==> config.mk <==
export PLATFORM = sky130hd
export DESIGN_NAME = seq_multiplier
export DESIGN_NICKNAME = d
export VERILOG_FILES = /design/src/rtl/seq_multiplier.sv
export SDC_FILE = /design/constraint.sdc
export NUM_CORES = 1
export LEC_CHECK = 0
export ABC_AREA = 1
export BUFFER_PORTS_ARGS = -buffer_cell sky130_fd_sc_hd__clkbuf_2
export CAP_MARGIN = 25
export CORE_MARGIN = 5
export CORE_UTILIZATION = 45
export DETAILED_ROUTE_END_ITERATION = 10
export PLACE_DENSITY = 0.73
export RECOVER_POWER = 50
export SLEW_MARGIN = 20
export SYNTH_ARGS = -nofsm -noshare
export SYNTH_HDL_FRONTEND = slang
export SYNTH_HIERARCHICAL = 1
export SYNTH_SLANG_ARGS = --single-unit
==> constraint.sdc <==
create_clock -name clk -period 4.5 [get_ports clk]
set_input_delay 0.45 -clock clk [delete_from_list [all_inputs] [get_ports clk]]
set_output_delay 0.45 -clock clk [all_outputs]
set_load 0.05 [all_outputs]
==> src/rtl/seq_multiplier.sv <==
// Shift-and-add 32x32 unsigned multiplier: one partial product per bit of b,
// with SETTLE wait cycles before each accumulate for the partial-product path.

module andGate1To32 (
  output wire  [31:0] res,
  input  logic [31:0] a,
  input  logic        b
);
  genvar i;
  generate
    for (i = 0; i < 32; i++) begin : g_and
      and u_and (res[i], a[i], b);
    end
  endgenerate
endmodule

// state | meaning
// IDLE  | waiting for start; operands captured when start is seen
// STEP  | settle for SETTLE cycles, then accumulate bit count of b
// DONE  | one-cycle completion pulse; product already updated
module seq_multiplier #(
  parameter int SETTLE = 1
) (
  input  logic        clk,
  input  logic        reset,
  input  logic        start,
  input  logic [31:0] a,
  input  logic [31:0] b,
  output logic        ready,
  output logic        busy,
  output logic        done,
  output logic [63:0] product
);
  typedef enum logic [1:0] {IDLE, STEP, DONE} state_t;

  localparam int WW = (SETTLE < 2) ? 1 : $clog2(SETTLE + 1);
  localparam logic [WW-1:0] W_LAST = WW'(SETTLE);

  state_t        state, state_nx;
  logic [31:0]   a_reg, b_reg;
  logic [63:0]   acc;
  logic [4:0]    count;
  logic [WW-1:0] w;
  logic [31:0]   partial;
  logic [63:0]   acc_sum;
  logic          settled;

  andGate1To32 u_and (.res(partial), .a(a_reg), .b(b_reg[count]));

  assign settled = (w == W_LAST);
  assign acc_sum = acc + ({32'b0, partial} << count);

  always_ff @(posedge clk) begin
    if (reset) state <= IDLE;
    else       state <= state_nx;
  end

  always_comb begin
    state_nx = state;
    case (state)
      IDLE:    if (start) state_nx = STEP;
      STEP:    if (settled && count == 5'd31) state_nx = DONE;
      DONE:    state_nx = IDLE;
      default: state_nx = IDLE;
    endcase
  end

  always_ff @(posedge clk) begin
    if (reset) begin
      a_reg   <= '0;
      b_reg   <= '0;
      acc     <= '0;
      count   <= '0;
      w       <= '0;
      product <= '0;
    end else begin
      case (state)
        IDLE: begin
          if (start) begin
            a_reg <= a;
            b_reg <= b;
            acc   <= '0;
            count <= '0;
            w     <= '0;
          end
        end
        STEP: begin
          if (!settled) begin
            w <= w + 1'b1;
          end else begin
            acc <= acc_sum;
            w   <= '0;
            // The last term goes straight to product so it lands on the DONE entry edge.
            if (count == 5'd31) product <= acc_sum;
            else                count   <= count + 5'd1;
          end
        end
        default: ;
      endcase
    end
  end

  assign ready = (state == IDLE);
  assign busy  = (state == STEP);
  assign done  = (state == DONE);
endmodule

; Word level (Yosys, flattened, before mapping)
; Index checks and enable logic that the tools add are counted.
[classes]
mux = 15
n_eq_ne = 7
shift = 1
n_reduce_logical = 9
n_lt_le_gt_ge = 1
addsub = 3
bitwise_logic = 32
[ops]
columns = cell, count
row1 = $mux W64, 2
row2 = $pmux W64 S2, 1
row3 = $add A64 B64 Y64, 1
row4 = $shl A32 B5 Y64, 1
row5 = $and A1 B1 Y1, 32
row6 = $mux W5, 3
row7 = $pmux W5 S2, 1
row8 = $lt A5 B6 Y1 const B, 1
row9 = $reduce_and A2 Y1, 3
row10 = $reduce_and A3 Y1, 2
row11 = $add A5 B1 Y5 const B, 1
row12 = $bmux W1 S5, 1
row13 = $eq A5 B5 Y1 const B, 1
row14 = $mux W2, 2
row15 = $ne A2 B1 Y1 const B, 2
row16 = $ne A2 B2 Y1 const B, 2
row17 = $pmux W2 S2, 1
row18 = $reduce_and A4 Y1, 1
row19 = $mux W1, 3
row20 = $eq A2 B1 Y1 const B, 1
row21 = $eq A2 B2 Y1 const B, 1
row22 = $logic_not A2 Y1, 1
row23 = $pmux W1 S2, 1
row24 = $reduce_bool A2 Y1, 1
row25 = 2 further kinds, 2
[totals]
reg_bits = 200

; Depth between registers and ports, before layout
; Gate-level depths: netlist of the first run.
[depth]
word_depth = 7
depth_mapped = 40
ltp_nobuf = 36

; Modules after synthesis
; Netlist of the first run, hierarchy kept.
[modules_own_cells]
columns = mod, cells_each, instances, seq_area_each_um2, area_per_inst_um2
row1 = seq_multiplier, 2714, 1, 4003.8, 15278.4
row2 = andGate1To32, 67, 1, 0.0, 274.0

; Worst setup path before layout of the first run
; OpenSTA, ideal clock, no wires.
[synth_path]
path_type = register -> register
start = reg count[0]
end = reg product[32]
setup_slack_ps = 586
t_required_ps = 4368
arrival_time_ps = 3782
setup_time_ps = 132
stages_incl_launch_ff = 34
period_less_slack_ps = 3914
cell_sequence = dfxtp_1 -> buf_4 -> inv_2 -> buf_4 -> buf_2 -> o21ai_0 -> o22ai_1 -> nand2_1 -> nand3_1 -> o21a_1 -> buf_6 -> nand2_1 -> inv_1 -> o21ai_0 -> nand2_1 -> o21ai_0 -> inv_1 -> nand2_1 -> o21ai_0 -> o21ai_1 -> mux2i_1 -> ha_1 -> nand2_1 -> inv_1 -> nand2_1 -> nand2_1 -> inv_1 -> nand2_1 -> o21bai_1 -> inv_1 -> nand2_1 -> or2_2 -> nand3_1 -> a21oi_1
[synth_via]
elab_chain_len = 5
[synth_lines]
columns = item, line
row1 = from (decl), 42  ; logic [4:0] count;
row2 = from (signal assigned), 95  ; else count <= count + 5'd1;
row3 = $bmux W1 S5, 48  ; andGate1To32 u_and (.res(partial), .a(a_reg), .b(b_reg[count]));
row4 = $mux W1 (implied by the code), 48
row5 = $and A1 B1 Y1, 12  ; and u_and (res[i], a[i], b);
row6 = named net partial[29], 44  ; logic [31:0] partial;
row7 = $shl A32 B5 Y64, 51  ; assign acc_sum = acc + ({32'b0, partial} << count);
row8 = $add A64 B64 Y64, 51
row9 = to (signal assigned), 94  ; if (count == 5'd31) product <= acc_sum;
row10 = to (decl), 32  ; output logic [63:0] product
; The timed path passes the listed nets, and every way through them passes these cells. The select of a mux whose other input is x is not followed.
; A chain may end at the register's enable or synchronous reset.

; Final worst setup path of the first run
[layout_path]
start = reg count[0]
end = reg acc[61]
[layout_via]
elab_chain_len = 7
[layout_lines]
columns = item, line
row1 = $bmux W1 S5, 48
row2 = $mux W1 (implied by the code), 48
row3 = $and A1 B1 Y1, 12
row4 = named net partial[18], 44
row5 = $shl A32 B5 Y64, 51
row6 = $add A64 B64 Y64, 51
row7 = $mux W64, 88  ; if (!settled) begin
row8 = $pmux W64 S2, 77  ; case (state)
row9 = to (signal assigned), 91  ; acc <= acc_sum;
row10 = to (decl), 41  ; logic [63:0] acc;
; The timed path passes the listed nets, and every way through them passes these cells. The select of a mux whose other input is x is not followed.

==> results of run 1 <==
==> worst min path at each step <==
stage	startpoint	endpoint	slack (ps)	cells past startpoint
2_1_floorplan	settled	state[0]	440	1
3_3_place_gp	product[12]	product[12]	450	2
3_5_place_dp	product[16]	product[16]	460	2
4_1_cts	a[7]	a_reg[7]	210	3
5_1_grt	b[26]	b_reg[26]	220	3
6_report	a[7]	a_reg[7]	220	3
==> worst register-to-register path, delay by kind of cell (launching register included) <==
kind	cells	cell delay [ps]
adders and majority gates	1	310
AOI/OAI and AO/OA	8	1240
DFF	1	400
buffers and inverters	9	1200
and+or+nand+nor	14	1400
==> cells by family (layout without fill, tap and decap cells) <==
family                     Yosys count  in the layout  share of synthesized area (%)
and+or+nand+nor                   1575           1575                           40.7
buffers and inverters              541            904                           13.6
AOI/OAI and AO/OA                  355            355                           12.0
DFF                                200            200                           25.7
adders and majority gates           66             66                           5.36
xor gates and xnor gates            28             28                           1.58
muxes                               16             16                           1.03
==> synth_stat cells (all sizes together) (8+ instances only) <==
master  number  area (µm²)
nor2       331        1280
clkbuf      62         233
a21o         8        60.1
ha          65         813
nand3b      13         113
xor2        28         245
buf         46         256
inv        430        1610
a31oi        9        56.3
mux2i       16         160
o21ai      169         846
nand3      135         691
dfxtp      200        4000
nand2     1049        3960
nor3        33         190
a21oi      146         731
==> metal layers <==
metal / GRT usage, % / vias up
met1: 38.7 / 8382
met5: 0 / -
met3: 5.92 / 100
met4: 9.41 / 0
li1: - / 9251
met2: 45.9 / 579
==> cell type report <==
type	count	area [µm²]
timing repair buffer	439	2990
fill	3507	13600
clock buffer	17	425
sequential	200	4010
inverter	433	1640
multi-input combinational	2040	10900
tap	455	569
clock inverter	15	198
==> metrics by stage <==
stage	TNS, ps	setup slack (ps)	utilization, %
6_report	-337	-88.6	60.4
3_5_place_dp	-21910	-362	53.3
3_3_place_gp	-12470	-261	53.3
4_1_cts	-17.2	-9.45	56.5
2_1_floorplan	0	586	-
5_1_grt	-19870	-409	60.4
==> where the power goes <==
group / internal, µW / switching [µW]
combinational: 541 / 719
sequential: 1820 / 38.8
clock: 767 / 888
==> repair_timing <==
action	CTS	global route
pin swaps	18	79
hold buffers	0	0
gates resized for setup	120	333
buffers inserted	9	28
cloned	0	4
hold endpoints to repair	0	0
setup endpoints to repair	102	110
==> flow_summary_export.csv, run 1 <==
group,metric,value,unit
sta,timing.fmax,218,MHz
floorplan,start_util,45.2,%
floorplan,num_rows,68,
critical_path,crit_arrival,4990,ps
global_routing,grt_first_pass_wirelength,88.1,mm
sta,hold_ws,223,ps
cts,clock_sinks,200,
synth,syn_area,15600,µm²
critical_path,crit_path_end,"acc[61]",
cts,cts_buffers,17,
drt,met3_length,3.91,mm
floorplan,die_height,196,µm
critical_path,critPathKind,"reg -> reg",
cells_and_area,instances_no_fill,3599,
synth,syn_inst,2781,
synth,synth-edff-count,0,
sta,fin_crit,4590,ps
sta,maxSlewViolCount,71,
cells_and_area,top_regs,"acc (64), product (64)",
critical_path,path_max_fanout,7,
cts,path_clk_slew,90,ps
global_routing,grt_overflow_total,0,
drt,postRouteAntennaNets,0,
sta,final-setup-viol-count,11,
floorplan,die_x,196,µm
sta,finalCritPeriodShare,102,%
critical_path,ff2ff_setup_slack,-90,ps
cells_and_area,antenna_cells,0,
synth,yosysUniqueCellTypes,43,
run_status,run_status,"finished, violations left",
critical_path,critical_path.max_stage_delay,400,ps
critical_path,r2r-end,"acc[61]",
sta,tightest_slew,2320,ps
floorplan,core,34400,µm²
synth,dominantRegCellSynth,"dfxtp_1",
drt,drt_iter0_markers,1423,
sta,max_slew_margin,-55.0,%
critical_path,crit_start,"count[0]",
synth,async_flop_share,0,%
power,ir_drop,0.291,mV
critical_path,path_delay_family,"simple AND/OR/NAND/NOR gates",
global_routing,grt_usage,28.7,%
cells_and_area,fin_nets,3264,
min_path,min_path_type,"in -> reg",
drt,finalWirelength,58.0,mm
cts,clk-insertion-delay-late,480,ps
power,p_leak,0.0108,µW
critical_path,reg2reg_depth,32,
placed_design,place.port_buffers,133,
sta,fin_ws,-88.6,ps
drt,vias,18312,
cts,htreeDepth,4,
floorplan,pin_count,134,
power,finalPower,4780,µW
sta,finClkSkew,19.5,ps
drt,wl_met2,26.2,mm
cells_and_area,drive_above_1_share,24.1,%
run_status,violations,"capacitance limit, slew limit, setup timing",
global_routing,antenna_found_initial,0,
cells_and_area,final_cell_mix,"934 x nand2_1, 405 x inv_1, 292 x buf_4, 270 x nor2_1, 198 x dfxtp_1",
floorplan,dieArea,38400,µm²
cts,clock-root-buffer,"clkbuf_16",
drt,firstDrtPassIters,6,
synth,seq_area_frac_synth,25.7,%
cells_and_area,syn2layout_area_growth,33.5,%
drt,post_drt_wl_per_cell,16.1,µm
synth,yosysWarnings,6,
critical_path,critPathBufInv,9,
synth,avgSynthCellArea,5.59,µm²
placed_design,place_area,18300,µm²
global_routing,grt_max_degree,77,
placed_design,gp_congestion,1.06,
critical_path,r2r_start,"count[0]",
drt,drt-met1-wl,26.1,mm
critical_path,cp.depth,32,
critical_path,cp_slowest_cell,"dfxtp_4",
drt,viasPerCell,5.09,
global_routing,grt_pass1_vias,16888,
critical_path,required,4900,ps
cells_and_area,final_area,20800,µm²
sta,final-hold-violation-count,0,
critical_path,crit_path_frequent_cell,"nand2_1",
placed_design,dp_cells,3526,
synth,synth_fp_nets,2914,
run,cap_viol_max_count,1,
drt,route.detailed.drc,0,
sta,rsz0062_at_grt,"yes",
critical_path,startpoint_type,"flop",
critical_path,end_kind,"flop",
cts,cts_tree,"built",
power,cellPowerDensity,230,nW/µm²
cells_and_area,layout_commonest_cell,"nand2_1",
cts,cts_max_path_buffers,2,
placed_design,hpwlAfterDp,44.6,mm
drt,highest_layer,"met4",
synth,synth_seq_cells,200,
Note: power is estimated with default switching activity, not from simulation.
==> run 2, diff against run 1 <==
--- a/config.mk
+++ b/config.mk
@@ -9,9 +9,9 @@
 export BUFFER_PORTS_ARGS = -buffer_cell sky130_fd_sc_hd__clkbuf_2
 export CAP_MARGIN = 25
 export CORE_MARGIN = 5
-export CORE_UTILIZATION = 45
+export CORE_UTILIZATION = 30
 export DETAILED_ROUTE_END_ITERATION = 10
-export PLACE_DENSITY = 0.73
+export PLACE_DENSITY = 0.56
 export RECOVER_POWER = 50
 export SLEW_MARGIN = 20
 export SYNTH_ARGS = -nofsm -noshare
==> run 2 against run 1 <==
Effect of this change: the run now ends clean; maximum frequency increased by 6.1%; global-route usage decreased by 9.1 points; clock-buffer cell count increased by 4; sequential share of layout area decreased by 0.93 points; via count decreased by 3.9%; cell count increased by 6.8%; register-to-register slack improved by 260 ps; sequential power about the same; non-clock buffer count increased by 20; combinational power increased by 6%; wire length decreased by 0.18%; critical path type unchanged; largest cell class unchanged; highest routed layer unchanged.
==> flow_summary_export.csv, run 2 (synthesis results as in run 1) <==
group,metric,value,unit
run_status,run_status,"finished clean",
sta,finClkSkew,22.8,ps
drt,vias,17602,
placed_design,gp_congestion,0.962,
cells_and_area,syn2layout_area_growth,40.3,%
critical_path,crit_arrival,4720,ps
power,ir_drop,0.271,mV
floorplan,start_util,30.3,%
global_routing,antenna_found_initial,0,
power,power_frac_clock,34.8,%
floorplan,die_height,238,µm
critical_path,critPathBufInv,10,
cts,cts_buffers,17,
critical_path,path_max_fanout,7,
sta,final-setup-viol-count,0,
cts,cts_tree,"built",
min_path,min_path_type,"in -> reg",
critical_path,startpoint_type,"flop",
global_routing,grt_usage,19.5,%
critical_path,critical_path.max_stage_delay,390,ps
cts,cts_max_path_buffers,2,
floorplan,core,51300,µm²
cts,hold_buffers,0,
global_routing,grt_first_pass_wirelength,88.4,mm
floorplan,pin_count,134,
power,p_switching,1570,µW
drt,route.detailed.drc,0,
cts,clk-insertion-delay-late,490,ps
power,p_leak,0.0110,µW
cells_and_area,top_regs,"acc (64), product (64)",
drt,finalWirelength,57.9,mm
placed_design,place.port_buffers,133,
cts,clock-root-buffer,"clkbuf_16",
cells_and_area,antenna_cells,0,
drt,firstDrtPassIters,7,
critical_path,ff2ff_setup_slack,170,ps
run,cap_viol_max_count,0,
drt,drt_iter0_markers,1087,
sta,finalCritPeriodShare,96.1,%
sta,fin_ws,174,ps
cells_and_area,final_cell_mix,"905 x nand2_1, 397 x inv_1, 314 x buf_4, 260 x nor2_1, 197 x dfxtp_1",
power,p_int,3330,µW
power,pwr-share-comb,27.2,%
sta,maxSlewViolCount,0,
drt,viasPerCell,4.58,
cells_and_area,instances_no_fill,3844,
cells_and_area,fin_nets,3284,
cells_and_area,nFillCells,5619,
critical_path,crit_path_frequent_cell,"buf_4",
cells_and_area,layout_commonest_cell,"nand2_1",
cts,htreeDepth,4,
sta,rsz0062_at_grt,"yes",
cts,path_clk_slew,80,ps
cts,clock_sinks,200,
placed_design,hpwlAfterDp,45.1,mm
sta,max_slew_margin,37.9,%
floorplan,dieArea,56500,µm²
power,cellPowerDensity,224,nW/µm²
critical_path,path_delay_family,"buffers and inverters",
critical_path,required,4900,ps
critical_path,critPathKind,"reg -> reg",
global_routing,grt_max_degree,83,
global_routing,grt_overflow_total,0,
power,p_seq_share,38.0,%
power,switching_share,32.1,%
global_routing,grt_pass1_vias,16466,
sta,tightest_slew,932,ps
floorplan,die_x,238,µm
cells_and_area,drive_above_1_share,28.4,%
floorplan,num_rows,83,
placed_design,pre_cts_ws,-306,ps
sta,final-hold-violation-count,0,
drt,post_drt_wl_per_cell,15.1,µm
drt,postRouteAntennaNets,0,
critical_path,cp_slowest_cell,"dfxtp_4",
sta,fin_crit,4330,ps
critical_path,end_kind,"flop",
sta,timing.fmax,231,MHz
placed_design,dp_cells,3781,
[run 2: cell types whose count changed in the layout (fill, tap and decap cells not counted), sizes merged]
cell and delta:
inv -1, clkinv -8, clkbuf +2, buf +22, clkinvlp +2, bufinv +3
[run 2: tightest hold or removal path, stage by stage]
cell and delay [ps]:
clkbuf_2 70, o21ai_0 70, nor2_1 70
[run 2: what timing repair did]
action                     in CTS  in global routing
resized for setup              67                534
setup endpoints to repair     100                110
pin swaps                       9                126
cloned                          0                  3
setup buffers                   5                 24
[run 2: power groups by stage]
stage                     registers [µW]  clock network (µW)  logic [µW]
after floorplan                     1890                   0         577
after global placement              1900                   0        1020
after detailed placement            1900                   0        1020
after CTS                           1860                1750        1040
after global routing                1870                1810        1450
final                               1860                1700        1330
[run 2: metal layers]
metal	global-route usage (%)	routed length (µm)	share of wire [%]	vias to the layer above
met5	0	0	0	-
met1	26.5	27200	47	7895
li1	-	-	-	9304
met2	32.5	26500	46	333
met3	2.77	2610	4.5	70
met4	5.65	1680	2.9	0
[run 2: area by class of cell]
| type | count | area [µm²] | area share [%] |
|---|---|---|---|
| sequential | 200 | 4010 | 18.4 |
| clock buffer | 21 | 460 | 2.11 |
| timing repair buffer | 459 | 3150 | 14.4 |
| tap | 680 | 851 | 3.90 |
| clock inverter | 11 | 161 | 0.740 |
| multi-input combinational | 2040 | 11600 | 53.0 |
| inverter | 433 | 1630 | 7.47 |
[run 2: path summary, 6_finish.rpt]
check	from	to	depth (start not counted)
worst max-delay path	count[0]	product[26]	33
worst min-delay path	b[26]	b_reg[26]	3
worst max register to register	count[0]	product[26]	33
worst min register to register	product[27]	product[27]	2
[run 2: per-stage QoR]
step                      hold slack, ps  utilization [%]  TNS [ps]  power (µW)  cell area [µm²]
final                                222             42.5         0        4900            21800
after global routing                 227             42.5     -3390        5130            21800
after CTS                            198             38.3     -1240        4650            19700
after detailed placement             456             36.7    -16800        2920            18800
after global placement               454             36.7    -12700        2920            18800
after floorplan                      437                -         0        2460            15600
